$ cat config.mk
export PLATFORM = sky130hd
export DESIGN_NAME = sram_axi_slave
export DESIGN_NICKNAME = d
export VERILOG_FILES = /design/src/rtl/sram_axi_slave.sv
export SDC_FILE = /design/constraint.sdc
export NUM_CORES = 1
export LEC_CHECK = 0
export BUFFER_PORTS_ARGS = -buffer_cell sky130_fd_sc_hd__buf_2
export CAP_MARGIN = 20
export CORE_AREA = 5 5 116 118
export CTS_CLUSTER_DIAMETER = 50
export DETAILED_ROUTE_END_ITERATION = 10
export DIE_AREA = 0 0 121 123
export HOLD_SLACK_MARGIN = 0.06
export MAX_ROUTING_LAYER = met4
export PLACE_DENSITY = 0.74
export SYNTH_ARGS = -nofsm -noshare
export SYNTH_HDL_FRONTEND = slang
export SYNTH_SLANG_ARGS = --single-unit
$ cat constraint.sdc
create_clock -name clk -period 5.2 [get_ports clk]
set_input_delay 0.52 -clock clk [delete_from_list [all_inputs] [get_ports clk]]
set_output_delay 0.52 -clock clk [all_outputs]
set_load 0.03 [all_outputs]
$ cat src/rtl/sram_axi_slave.sv
// AXI4 slave that terminates one interconnect port onto a single-port synchronous SRAM.
// Optional build macro SRAM_SLV_RANGE_CHK_EN: answer SLVERR for addresses beyond the SRAM.
module sram_axi_slave #(
  parameter int ID_W    = 8,
  parameter int ADDR_W  = 32,
  parameter int DATA_W  = 32,
  parameter int SRAM_AW = 14
) (
  input  logic                 clk,
  input  logic                 rst,
  input  logic [ID_W-1:0]      ARID,
  input  logic [ADDR_W-1:0]    ARADDR,
  input  logic [3:0]           ARLEN,
  input  logic [2:0]           ARSIZE,
  input  logic [1:0]           ARBURST,
  input  logic                 ARVALID,
  output logic                 ARREADY,
  output logic [ID_W-1:0]      RID,
  output logic [DATA_W-1:0]    RDATA,
  output logic [1:0]           RRESP,
  output logic                 RLAST,
  output logic                 RVALID,
  input  logic                 RREADY,
  input  logic [ID_W-1:0]      AWID,
  input  logic [ADDR_W-1:0]    AWADDR,
  input  logic [3:0]           AWLEN,
  input  logic [2:0]           AWSIZE,
  input  logic [1:0]           AWBURST,
  input  logic                 AWVALID,
  output logic                 AWREADY,
  input  logic [DATA_W-1:0]    WDATA,
  input  logic [DATA_W/8-1:0]  WSTRB,
  input  logic                 WLAST,
  input  logic                 WVALID,
  output logic                 WREADY,
  output logic [ID_W-1:0]      BID,
  output logic [1:0]           BRESP,
  output logic                 BVALID,
  input  logic                 BREADY,
  output logic                 CEB,
  output logic                 WEB,
  output logic [DATA_W-1:0]    BWEB,
  output logic [SRAM_AW-1:0]   A,
  output logic [DATA_W-1:0]    DI,
  input  logic [DATA_W-1:0]    DO
);

  typedef enum logic [2:0] {IDLE, RD_FETCH, RD_DATA, WR_DATA, WR_RESP} state_t;

  localparam logic [1:0] RESP_OKAY   = 2'b00;
  localparam logic [1:0] RESP_SLVERR = 2'b10;

  state_t              state;
  logic                last_wr;
  logic [SRAM_AW-1:0]  waddr;
  logic [3:0]          len;
  logic [3:0]          cnt;
  logic                oor;
  logic                wready_q;
  logic                rd_first;
  logic [DATA_W-1:0]   rdata_q;

  logic idle, tie, ar_hs, aw_hs, w_beat;
  logic ar_oor, aw_oor;
  logic unused_misc;

  assign unused_misc = ^{ARSIZE, ARBURST, AWSIZE, AWBURST, ARADDR[1:0], AWADDR[1:0]};

`ifdef SRAM_SLV_RANGE_CHK_EN
  assign ar_oor = |ARADDR[ADDR_W-1:SRAM_AW+2];
  assign aw_oor = |AWADDR[ADDR_W-1:SRAM_AW+2];
`else
  logic unused_hi;
  assign unused_hi = ^{ARADDR[ADDR_W-1:SRAM_AW+2], AWADDR[ADDR_W-1:SRAM_AW+2]};
  assign ar_oor = 1'b0;
  assign aw_oor = 1'b0;
`endif

  // On a tie the side that did not win last time gets the grant.
  assign idle    = (state == IDLE);
  assign tie     = ARVALID && AWVALID;
  assign ARREADY = rst && idle && !(tie && !last_wr);
  assign AWREADY = rst && idle && !(tie && last_wr);
  assign ar_hs   = ARVALID && ARREADY;
  assign aw_hs   = AWVALID && AWREADY;
  assign WREADY  = wready_q;
  assign w_beat  = WVALID && wready_q;

  // DO is only valid in the first RD_DATA cycle; later cycles replay the captured copy.
  assign RDATA = rd_first ? (oor ? '0 : DO) : rdata_q;
  assign A     = waddr;

  always_comb begin
    CEB  = 1'b1;
    WEB  = 1'b1;
    BWEB = '1;
    DI   = '0;
    if (state == RD_FETCH && !oor) CEB = 1'b0;
    if (w_beat && !oor) begin
      CEB = 1'b0;
      WEB = 1'b0;
      DI  = WDATA;
      for (int i = 0; i < DATA_W/8; i++) BWEB[8*i +: 8] = {8{~WSTRB[i]}};
    end
  end

  always_ff @(posedge clk or negedge rst) begin
    if (!rst) begin
      state    <= IDLE;
      last_wr  <= 1'b1;
      waddr    <= '0;
      len      <= '0;
      cnt      <= '0;
      oor      <= 1'b0;
      wready_q <= 1'b0;
      rd_first <= 1'b0;
      rdata_q  <= '0;
      RVALID   <= 1'b0;
      RLAST    <= 1'b0;
      RID      <= '0;
      RRESP    <= RESP_OKAY;
      BVALID   <= 1'b0;
      BID      <= '0;
      BRESP    <= RESP_OKAY;
    end else begin
      case (state)
        IDLE: begin
          if (ar_hs) begin
            state   <= RD_FETCH;
            last_wr <= 1'b0;
            waddr   <= ARADDR[SRAM_AW+1:2];
            len     <= ARLEN;
            cnt     <= '0;
            oor     <= ar_oor;
            RID     <= ARID;
          end else if (aw_hs) begin
            state    <= WR_DATA;
            last_wr  <= 1'b1;
            waddr    <= AWADDR[SRAM_AW+1:2];
            len      <= AWLEN;
            cnt      <= '0;
            oor      <= aw_oor;
            BID      <= AWID;
            wready_q <= 1'b1;
          end
        end
        RD_FETCH: begin
          state    <= RD_DATA;
          RVALID   <= 1'b1;
          RLAST    <= (cnt == len);
          RRESP    <= oor ? RESP_SLVERR : RESP_OKAY;
          rd_first <= 1'b1;
        end
        RD_DATA: begin
          if (rd_first) begin
            rd_first <= 1'b0;
            rdata_q  <= oor ? '0 : DO;
          end
          if (RREADY) begin
            RVALID <= 1'b0;
            RLAST  <= 1'b0;
            if (RLAST) begin
              state <= IDLE;
            end else begin
              state <= RD_FETCH;
              waddr <= waddr + 1'b1;
              cnt   <= cnt + 4'd1;
            end
          end
        end
        // WLAST alone ends the burst; the beat count does not.
        WR_DATA: begin
          if (w_beat) begin
            waddr <= waddr + 1'b1;
            cnt   <= cnt + 4'd1;
            if (WLAST) begin
              state    <= WR_RESP;
              wready_q <= 1'b0;
              BVALID   <= 1'b1;
              BRESP    <= oor ? RESP_SLVERR : RESP_OKAY;
            end
          end
        end
        WR_RESP: begin
          if (BREADY) begin
            BVALID <= 1'b0;
            state  <= IDLE;
          end
        end
        default: state <= IDLE;
      endcase
    end
  end

endmodule

==> results.cfg, run 1 <==
[place]
placed_area_sq_um = 5867
gp_congestion = 0.8837
io_buffer_count = 261
dpl.hpwl_um = 11010

[drt]
ant_nets = 0
first_pass_iters = 5
wl_per_cell_um = 16.57
vias = 4376
drt_drc_violations_left = 0
drtIter0Drc = 227
wl_um = 14370
viasPerCell = 5.047

[power_and_ir_drop]
leakage_uw = 0.003195
ir_drop_mv = 0.2431
total_power_uw = 4331
powerDensity_nw_per_um2 = 695.5

[worst_setup_path]
slowest_stage = nor2_1
cp-start-kind = flip-flop
cpPeakStageDelay_ns = 0.76
end_kind = flip-flop
critical_path_class = flip-flop to flip-flop
cp_max_fo = 24
cp.required_ns = 5.42
crit_chain = nor4b_4 > nand3_1 > o21a_2 > nor2_1 > mux2_2
worst_ep_arrival_time_ns = 3.68

[die]
die_h_um = 123
coreArea_sq_um = 12360
rows = 41
io_pins = 312
die_w_um = 121
dieArea_sq_um = 14880
initial_core_util = 0.3767

[synthesis]
synthTopCellsByArea = dfrtp_1 42%, mux2_2 18%, buf_4 5.3%
ys_types = 47
yosysSeqAreaShare = 0.4248
synth-edff-count = 0
synth_area_leader_cell = dfrtp_1
synth_area_sq_um = 4657
avgSynthCellArea_sq_um = 9.951
ys_ff_latch = 79
async_flop_share = 1.000
ys.flop_type = dfrtp_1
yosysWarnings = 0
synth_top_area_share = 0.4191
synthCells = 468

[timing]
setup_violations = 0
hold_viol = 0
maxSlewHeadroom = 0.3525
slew_violations = 0
tns_ns = 0
rsz0062_at_grt = no
fmax_mhz = 289.3
min_period_over_period = 0.6648
worstMarginPinSlew_ns = 0.9676
hold_ws_ns = 0.1126
fin_skew_ns = 0.006651
finalCriticalPeriod_ns = 3.457

[outcome]
status = complete, no violations

[cells_and_area]
areaGrowthSynthToFinish_pct = 33.72
drive_gt1_frac = 0.5260
fin_area_sq_um = 6227
post-route-util = 0.5037
fillers = 1199
final_common_cell = buf_2
final_cell_mix = 260 x buf_2, 78 x dfrtp_1, 76 x mux2_2, 57 x nand2_1, 36 x and3_1
final_nets = 863

[clock_tree]
insertion_delay_ns = 0.33
ctsHoldBuffers = 0
clock_sinks = 79
root_buffer = clkbuf_16
post_cts_buffers = 0
cts_tree = done
cts.htree.levels = 3
clk_pin_slew_ns = 0.06
cts.repair.resized = 0
numCtsBuffers = 9
clock_path_buffers = 2

[flow_run]
maxCapViolCount = 0

[global_routing]
antenna_found_initial = 4
grt_pass1_vias = 4137
grtUsageTotal = 0.1871
grt_max_degree = 82
grt_pass1_wl_um = 21380
overflow = 0

[min_path]
holdCritPathClass = input port to asynchronous set/reset pin
==> layout make-up <==
type | count | area [sq um] | share of cell area
Antenna cell | 3 | 7.507 | 0.001206
Clock buffer | 13 | 260.3 | 0.04179
Clock inverter | 3 | 65.06 | 0.01045
Inverter | 4 | 15.01 | 0.002411
Multi-Input combinational cell | 324 | 2297 | 0.3689
Sequential cell | 79 | 1978 | 0.3177
Tap cell | 172 | 215.2 | 0.03456
Timing Repair Buffer | 269 | 1389 | 0.2230
==> critical path, delay by kind of cell (launching register included) <==
family	cells	cell delay [ns]
multiplexers	1	0.41
AND/OR/NAND/NOR	3	1.90
AO/OA/AOI/OAI	1	0.44
flip-flops	1	0.58
==> synthesized netlist by cell type (all sizes together), types with 2 or more instances <==
cell type	instances
or3	4
ha	2
o21ai	24
nand3	17
a41oi	3
o311ai	2
nand4	5
nand2	57
nor2b	4
and3	36
and4	3
a21o	2
o211ai	4
clkbuf	20
dfrtp	78
xnor2	4
nor2	10
a311o	3
a31oi	11
inv	4
a211oi	2
buf	44
o31a	2
mux2i	5
nor3	6
nor4b	2
o211a	3
mux2	76
o32ai	2
a21oi	17
nand2b	5
==> routing by layer <==
| metal | vias up | GRT usage | share of wire |
|---|---|---|---|
| li1 | 2097 | - | - |
| met4 | 0 | 0.07790 | 0.026 |
| met1 | 2068 | 0.2148 | 0.39 |
| met2 | 185 | 0.3227 | 0.51 |
| met5 | - | - | 0 |
| met3 | 26 | 0.03522 | 0.072 |
==> power by group <==
| group | total [uW] | internal, uW | switching, uW | leakage, uW |
|---|---|---|---|---|
| Combinational | 2440 | 930 | 1510 | 0.00209 |
| Sequential | 1190 | 927 | 267 | 0.000945 |
| Clock | 692 | 446 | 245 | 0.000160 |
| Total | 4330 | 2300 | 2030 | 0.00320 |
==> path summary, 6_finish.rpt <==
path | to | slack, ns | cells after the start | from
setup / recovery | A[1]$_DFFE_PN0P_ | 1.74 | 5 | state[0]$_DFFE_PN0P_
hold / removal | BVALID$_DFFE_PN0P_ | 0.11 | 2 | rst
setup reg to reg | A[1]$_DFFE_PN0P_ | 1.74 | 5 | state[0]$_DFFE_PN0P_
hold reg to reg | RID[2]$_DFFE_PN0P_ | 0.47 | 2 | RID[2]$_DFFE_PN0P_
max in group asynchronous | rdata_q[21]$_DFFE_PN0P_ | 4.49 | 3 | rst
min in group clk | RID[2]$_DFFE_PN0P_ | 0.37 | 3 | ARID[2]
==> sequential cells by signal, indices dropped and copies added, names as in the netlist, 3 cells and up <==
register  flops
rdata_q      32
A            14
BID           8
RID           8
cnt           4
len           4
state         3
==> stage by stage <==
step                      setup slack (ns)  cells
after global routing                 1.482    867
final                                1.743    867
after floorplan                      3.089    471
after global placement               1.804    847
after detailed placement             1.775    847
after CTS                            1.761    863
==> logic make-up after synthesis <==
kind of cell,count (synthesis),synth area share
multiplexers,81,0.1945
buffers and inverters,68,0.08544
other,1,0.0008052
adder cells (fa/ha/maj),2,0.005373
AND/OR/NAND/NOR,151,0.1668
flip-flops,79,0.4248
AO/OA/AOI/OAI,82,0.1147
XOR/XNOR,4,0.007522
Power figures use the tool's default switching activity.
==> run 2: changes to the inputs <==
==> config.mk (replaced) <==
export PLATFORM = sky130hd
export DESIGN_NAME = sram_axi_slave
export DESIGN_NICKNAME = d
export VERILOG_FILES = /design/src/rtl/sram_axi_slave.sv
export SDC_FILE = /design/constraint.sdc
export NUM_CORES = 1
export LEC_CHECK = 0
export ABC_AREA = 1
export BUFFER_PORTS_ARGS = -buffer_cell sky130_fd_sc_hd__buf_2
export CAP_MARGIN = 20
export CORE_MARGIN = 5
export CORE_UTILIZATION = 39
export CTS_CLUSTER_DIAMETER = 50
export DETAILED_ROUTE_END_ITERATION = 10
export HOLD_SLACK_MARGIN = 0.06
export MAX_ROUTING_LAYER = met4
export PLACE_DENSITY = 0.77
export SYNTH_ARGS = -nofsm -noshare
export SYNTH_HDL_FRONTEND = slang
export SYNTH_SLANG_ARGS = --single-unit
==> constraint.sdc (replaced) <==
create_clock -name clk -period 2.9 [get_ports clk]
set_input_delay 0.29 -clock clk [delete_from_list [all_inputs] [get_ports clk]]
set_output_delay 0.29 -clock clk [all_outputs]
set_load 0.03 [all_outputs]
==> run 2 against run 1 <==
- first-iteration DRC count grew 34%
- sequential share of layout area shrank 0.94 points
- final area grew 3.1%
- sequential power grew 62%
- critical endpoint is now cnt[1]$_DFFE_PN0P_
- largest cell class unchanged
- highest routed layer unchanged
==> results.cfg, run 2 <==
[timing]
fmax_mhz = 447.5
min_period_over_period = 0.7706
slew_violations = 0
rsz0062_at_grt = no
fin_skew_ns = 0.005442
hold_viol = 0
maxSlewHeadroom = 0.3698
tns_ns = 0
setup_violations = 0
worstMarginPinSlew_ns = 0.9453
finalCriticalPeriod_ns = 2.235

[cells_and_area]
top_register = rdata_q
largest_register_ffs = 32
areaGrowthSynthToFinish_pct = 30.94
final_cell_mix = 260 x buf_2, 228 x nand2_1, 114 x inv_1, 78 x dfrtp_1, 71 x o21ai_0
drive_gt1_frac = 0.3277
final_nets = 1114
final_common_cell = buf_2
diodes = 0

[synthesis]
synth-edff-count = 0
avgSynthCellArea_sq_um = 6.826
synth_top_area_share = 0.3983
synthCells = 718
ys_ff_latch = 79
ys_types = 33
yosysSeqAreaShare = 0.4036
synthTopCellsByArea = dfrtp_1 40%, nand2_1 17%, inv_1 8.7%
async_flop_share = 1.000
yosysWarnings = 0
synthTopCellsByCount = 228 x nand2_1, 114 x inv_1, 78 x dfrtp_1, 71 x o21ai_0, 53 x nor2_1
ys.flop_type = dfrtp_1
synthMostInstantiatedCell = nand2_1
synth_area_sq_um = 4901
synth_area_leader_cell = dfrtp_1

[outcome]
status = complete, no violations

[power_and_ir_drop]
switching_share = 0.5110
p_clk_frac = 0.160
combPwrFrac = 0.563
internal_power_uw = 3424
leakage_uw = 0.003779
total_power_uw = 7002
ir_drop_mv = 0.6241
powerDensity_nw_per_um2 = 1091
seqPwrFrac = 0.276
power.switching_uw = 3578

[global_routing]
grt_use_met1 = 0.2393
grt_pass1_wl_um = 20750
use_met3 = 0.04550
grt_pass1_vias = 4424
grtUsageTotal = 0.1776
use_met2 = 0.2700
overflow = 0
grt_busiest_layer = met2
antenna_found_initial = 0
grt_max_degree = 76

[clock_tree]
post_cts_buffers = 0
clock_path_buffers = 2
cts_tree = done
numCtsBuffers = 9
clk_pin_slew_ns = 0.06
root_buffer = clkbuf_16
ctsHoldBuffers = 1
cts.repair.resized = 0
cts.htree.levels = 3
clock_sinks = 79
insertion_delay_ns = 0.33

[drt]
drt_drc_violations_left = 0
viasPerCell = 4.457
first_pass_iters = 4
vias = 4970
ant_nets = 0
wl_per_cell_um = 12.17
drtIter0Drc = 305
wl_um = 13580

[worst_setup_path]
rr_startpoint = state[0]$_DFFE_PN0P_
r2r_end = cnt[1]$_DFFE_PN0P_
critical_path_class = input port to flip-flop
cp.required_ns = 3.12
cp_common_cell = nand2_1
end_kind = flip-flop
cp_max_fo = 29
crit_chain = dlygate4sd3_1 > buf_4 > nand3_1 > nor2_4 > nand2_2 > o21ai_2 > nand2_4 > nand2_1 > nand2_1
ff2ff_path_depth = 8
cp-start-kind = input port
slowest_stage = dlygate4sd3_1
cpPeakStageDelay_ns = 0.58
ff2ff_setup_slack_ns = 0.81
worst_ep_arrival_time_ns = 2.45

[flow_run]
maxCapViolCount = 0

[min_path]
worstHoldStart = ARID[3]
min_to = RID[3]$_DFFE_PN0P_
whs_path_depth = 3
holdCritPathClass = input port to flip-flop

[die]
initial_core_util = 0.3932
coreArea_sq_um = 12470
io_pins = 312
rows = 41
die_w_um = 122.1
die_h_um = 122.1
dieArea_sq_um = 14910

[place]
dpl.hpwl_um = 10330
gp_congestion = 0.8223
io_buffer_count = 261
## run 2: cell types whose count changed after synthesis, moves of 36 or more
| cell | delta |
|---|---|
| inv_1 | +110 |
| o21ai_0 | +48 |
| nand2_1 | +171 |
| and3_1 | -36 |
| nor2_1 | +43 |
| mux2_2 | -68 |
## run 2: worst max-delay path by stage
stage	endpoint	cells past startpoint	start
4_1_cts	cnt[1]$_DFFE_PN0P_	9	rst
6_report	cnt[1]$_DFFE_PN0P_	9	rst
5_1_grt	cnt[1]$_DFFE_PN0P_	9	rst
3_5_place_dp	A[8]$_DFFE_PN0P_	9	ARVALID
3_3_place_gp	A[9]$_DFFE_PN0P_	9	ARVALID
2_1_floorplan	DI[22]	3	WREADY$_DFFE_PN0P_
## run 2: cell families (layout without fill, tap and decap cells)
| logic type | count (synthesis) | after routing | share of synthesized area |
|---|---|---|---|
| flops | 79 | 79 | 0.4036 |
| compound gates | 88 | 88 | 0.09676 |
| mux | 8 | 8 | 0.01838 |
| buf+inv | 182 | 404 | 0.1693 |
| xor+xnor | 6 | 6 | 0.01072 |
| fa+ha+maj | 2 | 2 | 0.005105 |
| simple gates | 352 | 352 | 0.2954 |
| other cells | 1 | 4 | 0.0007652 |
## run 2: metal layers
layer / vias to the layer above / share of wire
li1: 2615 / -
met1: 2183 / 0.46
met2: 170 / 0.46
met3: 2 / 0.078
met4: 0 / 0.0038
met5: - / 0
## run 2: power by group through the flow
| stage | clock [uW] | sequential (uW) | combinational (uW) |
|---|---|---|---|
| 6_report | 1120 | 1930 | 3940 |
| 4_1_cts | 1160 | 1940 | 4000 |
| 3_3_place_gp | 0 | 1930 | 3920 |
| 2_1_floorplan | 0 | 2310 | 2580 |
| 5_1_grt | 1210 | 2000 | 4390 |
| 3_5_place_dp | 0 | 1940 | 3990 |
## run 2: area by class of cell
class	instances	area (sq um)
clock inverter	5	57.56
tap	172	215.2
fill	1264	6048
timing repair buffer	268	1364
multi-input combinational	460	2110
sequential	79	1978
clock buffer	11	242.7
inverter	120	450.4
## run 2: worst max-delay path: cells and delay by family
kind / cells / cell delay (ns)
and+or+nand+nor: 6 / 1.03
buffers and inverters: 2 / 0.78
AOI/OAI and AO/OA: 1 / 0.34
## run 2: per-stage QoR
step	std cells	cell area (sq um)	setup slack (ns)	util	hold WS (ns)
floorplan	721	4912	1.072	-	-0.005591
global route	1115	6417	0.4774	0.5148	0.1437
global placement	1098	6107	0.7822	0.4899	0.1158
CTS	1115	6417	0.6571	0.5148	0.1360
detailed placement	1098	6107	0.7731	0.4899	0.1180
finish	1115	6417	0.6652	0.5148	0.1529
